File: src/rtl/hicore_irq_cond.sv
// hicore_irq_cond -- external interrupt conditioner in front of the PLIC.
//
// Each raw asynchronous line passes through a 2-flop synchroniser, an
// optional glitch filter, a polarity select and a level / rising-edge
// capture stage. A small ICB slave holds the configuration.
//
// Build option: define HICORE_IRQ_COND_FILT_EN to include the glitch filter.
// Without it the filter is bypassed, and the FILT register reads 0 and
// ignores writes.
//
// Ports:
//   clk, rst_n           core clock, asynchronous active-low reset
//   icb_cmd_*            ICB command channel (addr[4:2] decoded, wmask[0] used)
//   icb_rsp_*            ICB response channel (one outstanding transaction)
//   irq_in               raw asynchronous interrupt lines
//   irq_out              conditioned interrupt levels to the PLIC
//
// Register map (word offsets):
//   0x00 MODE  0 = level, 1 = rising edge
//   0x04 POL   1 = invert input
//   0x08 FILT  shared filter threshold, bits [FILT_W-1:0]
//   0x0C PEND  pending bits, write 1 to clear
//   0x10 RAW   filtered value before polarity (read-only)
//   0x14-0x1C  unmapped: read 0, writes ignored, rsp_err = 1
module hicore_irq_cond #(
  parameter int IRQ_NUM = 3,
  parameter int FILT_W  = 4,
  parameter int ADDR_W  = 32,
  parameter int DATA_W  = 32
) (
  input  logic                  clk,
  input  logic                  rst_n,
  input  logic                  icb_cmd_valid,
  output logic                  icb_cmd_ready,
  input  logic                  icb_cmd_read,
  input  logic [ADDR_W-1:0]     icb_cmd_addr,
  input  logic [DATA_W-1:0]     icb_cmd_wdata,
  input  logic [DATA_W/8-1:0]   icb_cmd_wmask,
  output logic                  icb_rsp_valid,
  input  logic                  icb_rsp_ready,
  output logic [DATA_W-1:0]     icb_rsp_rdata,
  output logic                  icb_rsp_err,
  input  logic [IRQ_NUM-1:0]    irq_in,
  output logic [IRQ_NUM-1:0]    irq_out
);

  // ICB decode
  logic              cmd_accept;
  logic              wr_en;
  logic [2:0]        off;
  logic [DATA_W-1:0] rd_data;
  logic              addr_err;

  logic              rsp_valid_q, rsp_valid_d;
  logic [DATA_W-1:0] rsp_rdata_q, rsp_rdata_d;
  logic              rsp_err_q, rsp_err_d;

  // Configuration and condition state
  logic [IRQ_NUM-1:0] mode_q, mode_d;
  logic [IRQ_NUM-1:0] pol_q, pol_d;
  logic [IRQ_NUM-1:0] pend_q, pend_d;
  logic [IRQ_NUM-1:0] lvl_q;
  logic [IRQ_NUM-1:0] pd_q;
  logic [IRQ_NUM-1:0] s1_q, s2_q;
  logic [IRQ_NUM-1:0] filt_val;
  logic [IRQ_NUM-1:0] pol_val;
  logic [IRQ_NUM-1:0] rise;
  logic [IRQ_NUM-1:0] clr;

  // Address and data bits outside the decoded fields are intentionally ignored.
  logic unused_ok;
  assign unused_ok = ^{icb_cmd_addr, icb_cmd_wdata, icb_cmd_wmask};

  assign icb_cmd_ready = ~rsp_valid_q | icb_rsp_ready;
  assign cmd_accept    = icb_cmd_valid & icb_cmd_ready;
  assign wr_en         = cmd_accept & ~icb_cmd_read & icb_cmd_wmask[0];
  assign off           = icb_cmd_addr[4:2];

  assign icb_rsp_valid = rsp_valid_q;
  assign icb_rsp_rdata = rsp_rdata_q;
  assign icb_rsp_err   = rsp_err_q;

  // Synchroniser
  always_ff @(posedge clk or negedge rst_n) begin
    if (!rst_n) begin
      s1_q <= '0;
      s2_q <= '0;
    end else begin
      s1_q <= irq_in;
      s2_q <= s1_q;
    end
  end

`ifdef HICORE_IRQ_COND_FILT_EN
  logic [FILT_W-1:0]  filt_q, filt_d;
  logic [FILT_W-1:0]  cnt_q [IRQ_NUM];
  logic [FILT_W-1:0]  cnt_d [IRQ_NUM];
  logic [IRQ_NUM-1:0] f_q, f_d;

  // A change is accepted once it has been seen FILT+1 consecutive cycles.
  // The >= compare lets a lowered threshold take effect at once.
  always_comb begin
    f_d = f_q;
    for (int i = 0; i < IRQ_NUM; i++) begin
      cnt_d[i] = '0;
      if (s2_q[i] != f_q[i]) begin
        if (cnt_q[i] >= filt_q) begin
          f_d[i] = s2_q[i];
        end else begin
          cnt_d[i] = cnt_q[i] + 1'b1;
        end
      end
    end
  end

  always_comb begin
    filt_d = filt_q;
    if (wr_en && off == 3'd2) begin
      filt_d = icb_cmd_wdata[FILT_W-1:0];
    end
  end

  always_ff @(posedge clk or negedge rst_n) begin
    if (!rst_n) begin
      f_q    <= '0;
      filt_q <= '0;
      for (int i = 0; i < IRQ_NUM; i++) begin
        cnt_q[i] <= '0;
      end
    end else begin
      f_q    <= f_d;
      filt_q <= filt_d;
      for (int i = 0; i < IRQ_NUM; i++) begin
        cnt_q[i] <= cnt_d[i];
      end
    end
  end

  assign filt_val = f_q;
`else
  assign filt_val = s2_q;
`endif

  assign pol_val = filt_val ^ pol_q;
  assign rise    = pol_val & ~pd_q;
  assign clr     = (wr_en && off == 3'd3) ? icb_cmd_wdata[IRQ_NUM-1:0] : '0;

  // A new rise beats a simultaneous write-1-clear; level-mode bits stay clear.
  always_comb begin
    mode_d = mode_q;
    pol_d  = pol_q;
    pend_d = mode_q & ((pend_q & ~clr) | rise);
    if (wr_en && off == 3'd0) mode_d = icb_cmd_wdata[IRQ_NUM-1:0];
    if (wr_en && off == 3'd1) pol_d  = icb_cmd_wdata[IRQ_NUM-1:0];
  end

  always_ff @(posedge clk or negedge rst_n) begin
    if (!rst_n) begin
      mode_q <= '0;
      pol_q  <= '0;
      pend_q <= '0;
      lvl_q  <= '0;
      pd_q   <= '0;
    end else begin
      mode_q <= mode_d;
      pol_q  <= pol_d;
      pend_q <= pend_d;
      lvl_q  <= pol_val;
      pd_q   <= pol_val;
    end
  end

  assign irq_out = (mode_q & pend_q) | (~mode_q & lvl_q);

  // Read mux
  always_comb begin
    rd_data  = '0;
    addr_err = 1'b0;
    case (off)
      3'd0: rd_data[IRQ_NUM-1:0] = mode_q;
      3'd1: rd_data[IRQ_NUM-1:0] = pol_q;
      3'd2: begin
`ifdef HICORE_IRQ_COND_FILT_EN
        rd_data[FILT_W-1:0] = filt_q;
`endif
      end
      3'd3: rd_data[IRQ_NUM-1:0] = pend_q;
      3'd4: rd_data[IRQ_NUM-1:0] = filt_val;
      default: addr_err = 1'b1;
    endcase
  end

  // Response holds until the requester takes it.
  always_comb begin
    rsp_valid_d = rsp_valid_q;
    rsp_rdata_d = rsp_rdata_q;
    rsp_err_d   = rsp_err_q;
    if (cmd_accept) begin
      rsp_valid_d = 1'b1;
      rsp_rdata_d = icb_cmd_read ? rd_data : '0;
      rsp_err_d   = addr_err;
    end else if (icb_rsp_ready) begin
      rsp_valid_d = 1'b0;
    end
  end

  always_ff @(posedge clk or negedge rst_n) begin
    if (!rst_n) begin
      rsp_valid_q <= 1'b0;
      rsp_rdata_q <= '0;
      rsp_err_q   <= 1'b0;
    end else begin
      rsp_valid_q <= rsp_valid_d;
      rsp_rdata_q <= rsp_rdata_d;
      rsp_err_q   <= rsp_err_d;
    end
  end

endmodule

File: config.mk
export PLATFORM = sky130hd
export DESIGN_NAME = hicore_irq_cond
export DESIGN_NICKNAME = d
export VERILOG_FILES = /design/src/rtl/hicore_irq_cond.sv
export SDC_FILE = /design/constraint.sdc
export NUM_CORES = 1
export LEC_CHECK = 0
export CELL_PAD_IN_SITES_DETAIL_PLACEMENT = 0
export CELL_PAD_IN_SITES_GLOBAL_PLACEMENT = 2
export CORE_MARGIN = 5
export CORE_UTILIZATION = 17
export DETAILED_ROUTE_END_ITERATION = 8
export PLACE_DENSITY_LB_ADDON = 0.05
export SETUP_SLACK_MARGIN = 0.4
export SLEW_MARGIN = 0
export SYNTH_ARGS = -nofsm -noshare
export SYNTH_HDL_FRONTEND = slang
export SYNTH_SLANG_ARGS = --single-unit
File: constraint.sdc
create_clock -name clk -period 2.1 [get_ports clk]
set_clock_uncertainty 0.05 [all_clocks]
set_input_delay 0.315 -clock clk [delete_from_list [all_inputs] [get_ports clk]]
set_output_delay 0.315 -clock clk [all_outputs]
set_load 0.005 [all_outputs]
### Word level (Yosys, flattened, before mapping)

Cells that the tools add are included.

| word-level totals | value |
|---|---|
| input bits | 76 |
| register bits | 52 |
| output and inout port bits | 38 |
| word-level logic and storage cells | 42 |

| cells by class | value |
|---|---|
| multiplexer cells | 6 |
| reductions and logical operators | 6 |
| bitwise operators | 17 |
| equality and inequality tests | 4 |

Operators by type and width:

| cell | number |
|---|---|
| $and A3 B3 Y3 | 5 |
| $pmux W3 S4 | 1 |
| $not A3 Y3 | 3 |
| $eq A3 B2 Y1 const B | 2 |
| $mux W3 | 2 |
| $or A3 B3 Y3 | 2 |
| $reduce_or A5 Y1 | 1 |
| $and A1 B1 Y1 | 3 |
| $eq A3 B1 Y1 const B | 1 |
| $eq A3 B3 Y1 const B | 1 |
| $logic_and A1 B1 Y1 | 3 |
| $logic_not A3 Y1 | 1 |
| $mux W1 | 3 |
| $xor A3 B3 Y3 | 1 |
| $not A1 Y1 | 2 |
| $reduce_bool A2 Y1 | 1 |
| $or A1 B1 Y1 | 1 |

### Logic depth before layout (Yosys ltp)

| logic depth | value |
|---|---|
| depth in word-level cells | 11 |
| gate-level depth with buffers | 4 |

### Worst setup path before layout

No wires, ideal clock.

| timing path | value |
|---|---|
| path kind | reg2reg |
| start point | register rsp_valid_q (netlist: icb_rsp_valid) |
| end point | register pol_q[0] |
| period minus slack after synthesis | 1.403 ns |
| slack | 0.697 ns |
| buffers on the path | 0 |
| required time | 1.925 ns |
| data arrival time | 1.228 ns |
| cell stages (with the launch flop) | 5 |
| path through | dfrtp_1 -> nor2b_1 -> inv_1 -> nand4_1 -> mux2_2 |

| between the ends | value |
|---|---|
| word-level cells in the longest chain between the ends | 6 |

Ends and longest elaborated chain:

| item | RTL line | text |
|---|---|---|
| start, declared | 54 | `logic rsp_valid_q, rsp_valid_d;` |
| start signal, assigned | 213 | `rsp_valid_q <= rsp_valid_d;` |
| $not A1 Y1 | 74 | `assign icb_cmd_ready = ~rsp_valid_q \| icb_rsp_ready;` |
| $or A1 B1 Y1 | 74 |  |
| net icb_cmd_ready | 34 | `output logic icb_cmd_ready,` |
| $and A1 B1 Y1 | 75 | `assign cmd_accept = icb_cmd_valid & icb_cmd_ready;` |
| $and A1 B1 Y1 (2 in series) | 76 | `assign wr_en = cmd_accept & ~icb_cmd_read & icb_cmd_wmask[0];` |
| $logic_and A1 B1 Y1 | 154 | `if (wr_en && off == 3'd1) pol_d = icb_cmd_wdata[IRQ_NUM-1:0];` |
| end signal, assigned | 166 | `pol_q <= pol_d;` |
| end, declared | 60 | `logic [IRQ_NUM-1:0] pol_q, pol_d;` |

The timed path passes the listed nets, and every way through them passes these cells.
A chain may end at the register's enable or synchronous reset.

### Final worst setup path

| timing path | value |
|---|---|
| start point | input icb_cmd_addr[3] |
| end point | register pend_q[0] |

| between the ends | value |
|---|---|
| word-level cells in the longest chain between the ends | 7 |

Ends and longest elaborated chain:

| item | RTL line | text |
|---|---|---|
| start, declared | 36 | `input logic [ADDR_W-1:0] icb_cmd_addr,` |
| $eq A3 B2 Y1 | 146 | `assign clr = (wr_en && off == 3'd3) ? icb_cmd_wdata[IRQ_NUM-1:0] : '0;` |
| $logic_and A1 B1 Y1 | 146 |  |
| $mux W3 | 146 |  |
| $not A3 Y3 | 152 | `pend_d = mode_q & ((pend_q & ~clr) \| rise);` |
| $and A3 B3 Y3 | 152 |  |
| $or A3 B3 Y3 | 152 |  |
| $and A3 B3 Y3 | 152 |  |
| net pend_d[0] | 61 | `logic [IRQ_NUM-1:0] pend_q, pend_d;` |
| end signal, assigned | 167 | `pend_q <= pend_d;` |
| end, declared | 61 |  |

The timed path passes the listed nets, and every way through them passes these cells.

==> metrics <==
max-slew violations=0; top cells by area, synth=dfrtp_1 (45%), buf_4 (18%), mux2i_1 (5.5%), mux2_2 (5.3%), o21ai_0 (2.3%); number of synthesized flops with an enable pin=0; Critical Path Source Type=input port; WL/cell=approximately 12 um; Final TNS setup=0 ns; Hold WC Path Type=register to register; Worst-Skew Late Latency=~0.27 ns; Area after DPL=between 0.0015 and 0.002 mm^2; Worst Hold End=filt_val[2]; Post-Syn Instances=around 120; initial antenna violation count=0; CP endpoint kind=register; Worst EP required=about 2.2 ns; yosys warns=0; RePlAce Congestion=about 0.72; register area=between 500 and 600 um^2; filler cell count=around 820; Max FO, Critical Path=8; ys async rst share=1.00; Core Area=~0.0073 mm^2; Final period util=0.791; highest routed layer=met4; clk buf depth=2; DR DRC count=0; Initial Util=0.176; HPWL Detailed=2370 um; Hold Fails Final Rpt=0; R2R cell count=5; ANT nets after route=0; Pre-Repair DR Iteration Count=4; Final Power=approximately 0.0011 W; type of the worst setup path=input port to register; Die Wd=between 90 and 100 um; number of global-route vias before repair=940; Hold-fix buffers, CTS=0; DIE AREA=~0.0094 mm^2; number of port buffers=23; Top FF cell, synth=dfrtp_1; Leakage=between 0.7 and 0.8 nW; hold path depth=0; Nets=226; synthesis-stage register bit count=23; reg2reg end=pol_q[0]; CTS buffer count=3; area taken by multi-input logic gates=~550 um^2; Synth Area per Inst=11.2 um^2; met1 wire length=1350 um; CTS clk-pin slew, worst paths=0.09 ns; mapped cell area=between 0.001 and 0.0015 mm^2; Hold Crit Start=s1_q[2]; Arrival @ worst endpoint=1.76 ns; max cap viols=0; met3 WL=211 um; Period minus WS final=roughly 1.7 ns; global-route wire length before repair=between 4000 and 5000 um; FF-to-FF Start=icb_rsp_valid; status=completed; diode count=0; row count=31; num ports=roughly 110; met2 wire len=around 1400 um; Root Buffer=clkbuf_8; DRT iter0 DRCs=11; post-synthesis sequential area ratio=0.449; leading area contributor after synthesis=dfrtp_1; Area Growth Syn to Fin=26.7%; GRT Util Overall=0.0655; Die Y=approximately 97 um; R2R Setup Slk=between 0.6 and 0.7 ns; Final setup viols=0; via/cell ratio=roughly 3.4; Synth cell types=22; Worst VDD drop=around 0.22 mV; clk sinks=23; fraction of layout cells with a size suffix above 1=0.181; H-tree depth=1; PwrDens=between 600 and 700 mW/mm^2; post-route cell area=approximately 0.0016 mm^2; largest net degree at the start of global routing=24; RSZ-0062 raised after global routing=true; fmax=0.602 GHz; Routed WL=3020 um; share of the synthesized area in the top cell type=0.449; vias post-DR=834; CTS tree=yes; Overflow after GRT=0
==> worst max path at each step <==
| stage | start | end | slack (ns) |
|---|---|---|---|
| after CTS | icb_cmd_addr[4] | pend_q[0] | 0.42 |
| final | icb_cmd_addr[3] | pend_q[0] | 0.44 |
| after detailed placement | icb_cmd_addr[4] | pend_q[0] | 0.13 |
| after floorplan | icb_rsp_valid | pol_q[0] | 0.70 |
| after global placement | icb_cmd_addr[4] | pend_q[0] | 0.13 |
| after global routing | icb_cmd_addr[3] | pend_q[0] | 0.40 |
==> cell usage after synthesis (3+ instances only) <==
| cell | count |
|---|---|
| o2bb2ai_1 | 3 |
| nand2_1 | 5 |
| a21boi_0 | 3 |
| o32a_1 | 3 |
| xor2_1 | 3 |
| dfrtp_1 | 23 |
| o21ai_0 | 6 |
| nor2b_1 | 4 |
| mux2_2 | 6 |
| o31ai_1 | 3 |
| mux2i_1 | 7 |
| a21oi_1 | 3 |
| buf_4 | 30 |
| inv_1 | 5 |
==> sequential cells by signal, indices dropped and copies added (netlist names) <==
signal / cells
icb_rsp_rdata: 3
icb_rsp_err: 1
mode_q: 3
pol_q: 3
s1_q: 3
icb_rsp_valid: 1
pend_q: 3
filt_val: 3
pd_q: 3
==> kinds of logic after synthesis <==
logic type / Yosys count / synth area share
flops: 23 / 0.449
xor+xnor: 3 / 0.0205
buf+inv: 37 / 0.208
compound gates: 21 / 0.114
other cells: 1 / 0.00292
simple gates: 17 / 0.0985
mux: 13 / 0.107
==> through the flow <==
| stage | util | hold WS (ns) | setup slack, ns | instances |
|---|---|---|---|---|
| detailed placement | 0.211 | 0.286 | 0.127 | 239 |
| global route | 0.223 | 0.312 | 0.395 | 248 |
| global placement | 0.211 | 0.284 | 0.127 | 239 |
| CTS | 0.222 | 0.308 | 0.423 | 248 |
| finish | 0.223 | 0.303 | 0.438 | 248 |
| floorplan | - | -0.0306 | 0.697 | 143 |
==> layout make-up <==
| cell class | instances | share of cell area |
|---|---|---|
| Tap cell | 99 | 0.0762 |
| Timing Repair Buffer | 34 | 0.189 |
| Multi-Input combinational cell | 83 | 0.340 |
| Inverter | 5 | 0.0115 |
| Sequential cell | 23 | 0.354 |
| Clock inverter | 1 | 0.00308 |
| Clock buffer | 3 | 0.0254 |
==> power by group <==
part / internal, W / switching [W] / total [W]
Clock: 0.000133 / 0.000149 / 0.000282
Combinational: 0.000133 / 0.000115 / 0.000247
Sequential: 0.000493 / 0.0000303 / 0.000523
Total: 0.000758 / 0.000294 / 0.00105
==> layer usage <==
metal | vias to the layer above | track usage
met5 | - | 0
met4 | 0 | 0.0130
met3 | 2 | 0.0223
met2 | 31 | 0.108
met1 | 392 | 0.0831
li1 | 409 | -
==> worst max-delay path: stages <==
cell	delay, ns
clkdlybuf4s50_1	0.59
buf_4	0.22
nand4b_1	0.20
o31ai_1	0.30
a21boi_0	0.14
==> cell usage in the layout (no fill, tap or decap), drive strengths merged <==
cell / instances
conb: 29
dfrtp: 23
clkdlybuf4s50: 19
buf: 11
mux2i: 7
mux2: 6
o21ai: 6
nand2: 5
inv: 5
dlygate4sd2: 4
nor2b: 4
xor2: 3
a21oi: 3
a21boi: 3
o32a: 3
o2bb2ai: 3
clkbuf: 3
o31ai: 3
nand4: 3
nand2b: 2
nand4b: 1
nor4: 1
nor4b: 1
clkinv: 1
==> timing repair <==
item / 4_1_cts / 5_1_grt
setup endpoints to repair: 4 / 1
gates resized for setup: 7 / 1
buffers inserted: 5 / 0
Power figures use the tool's default switching activity.
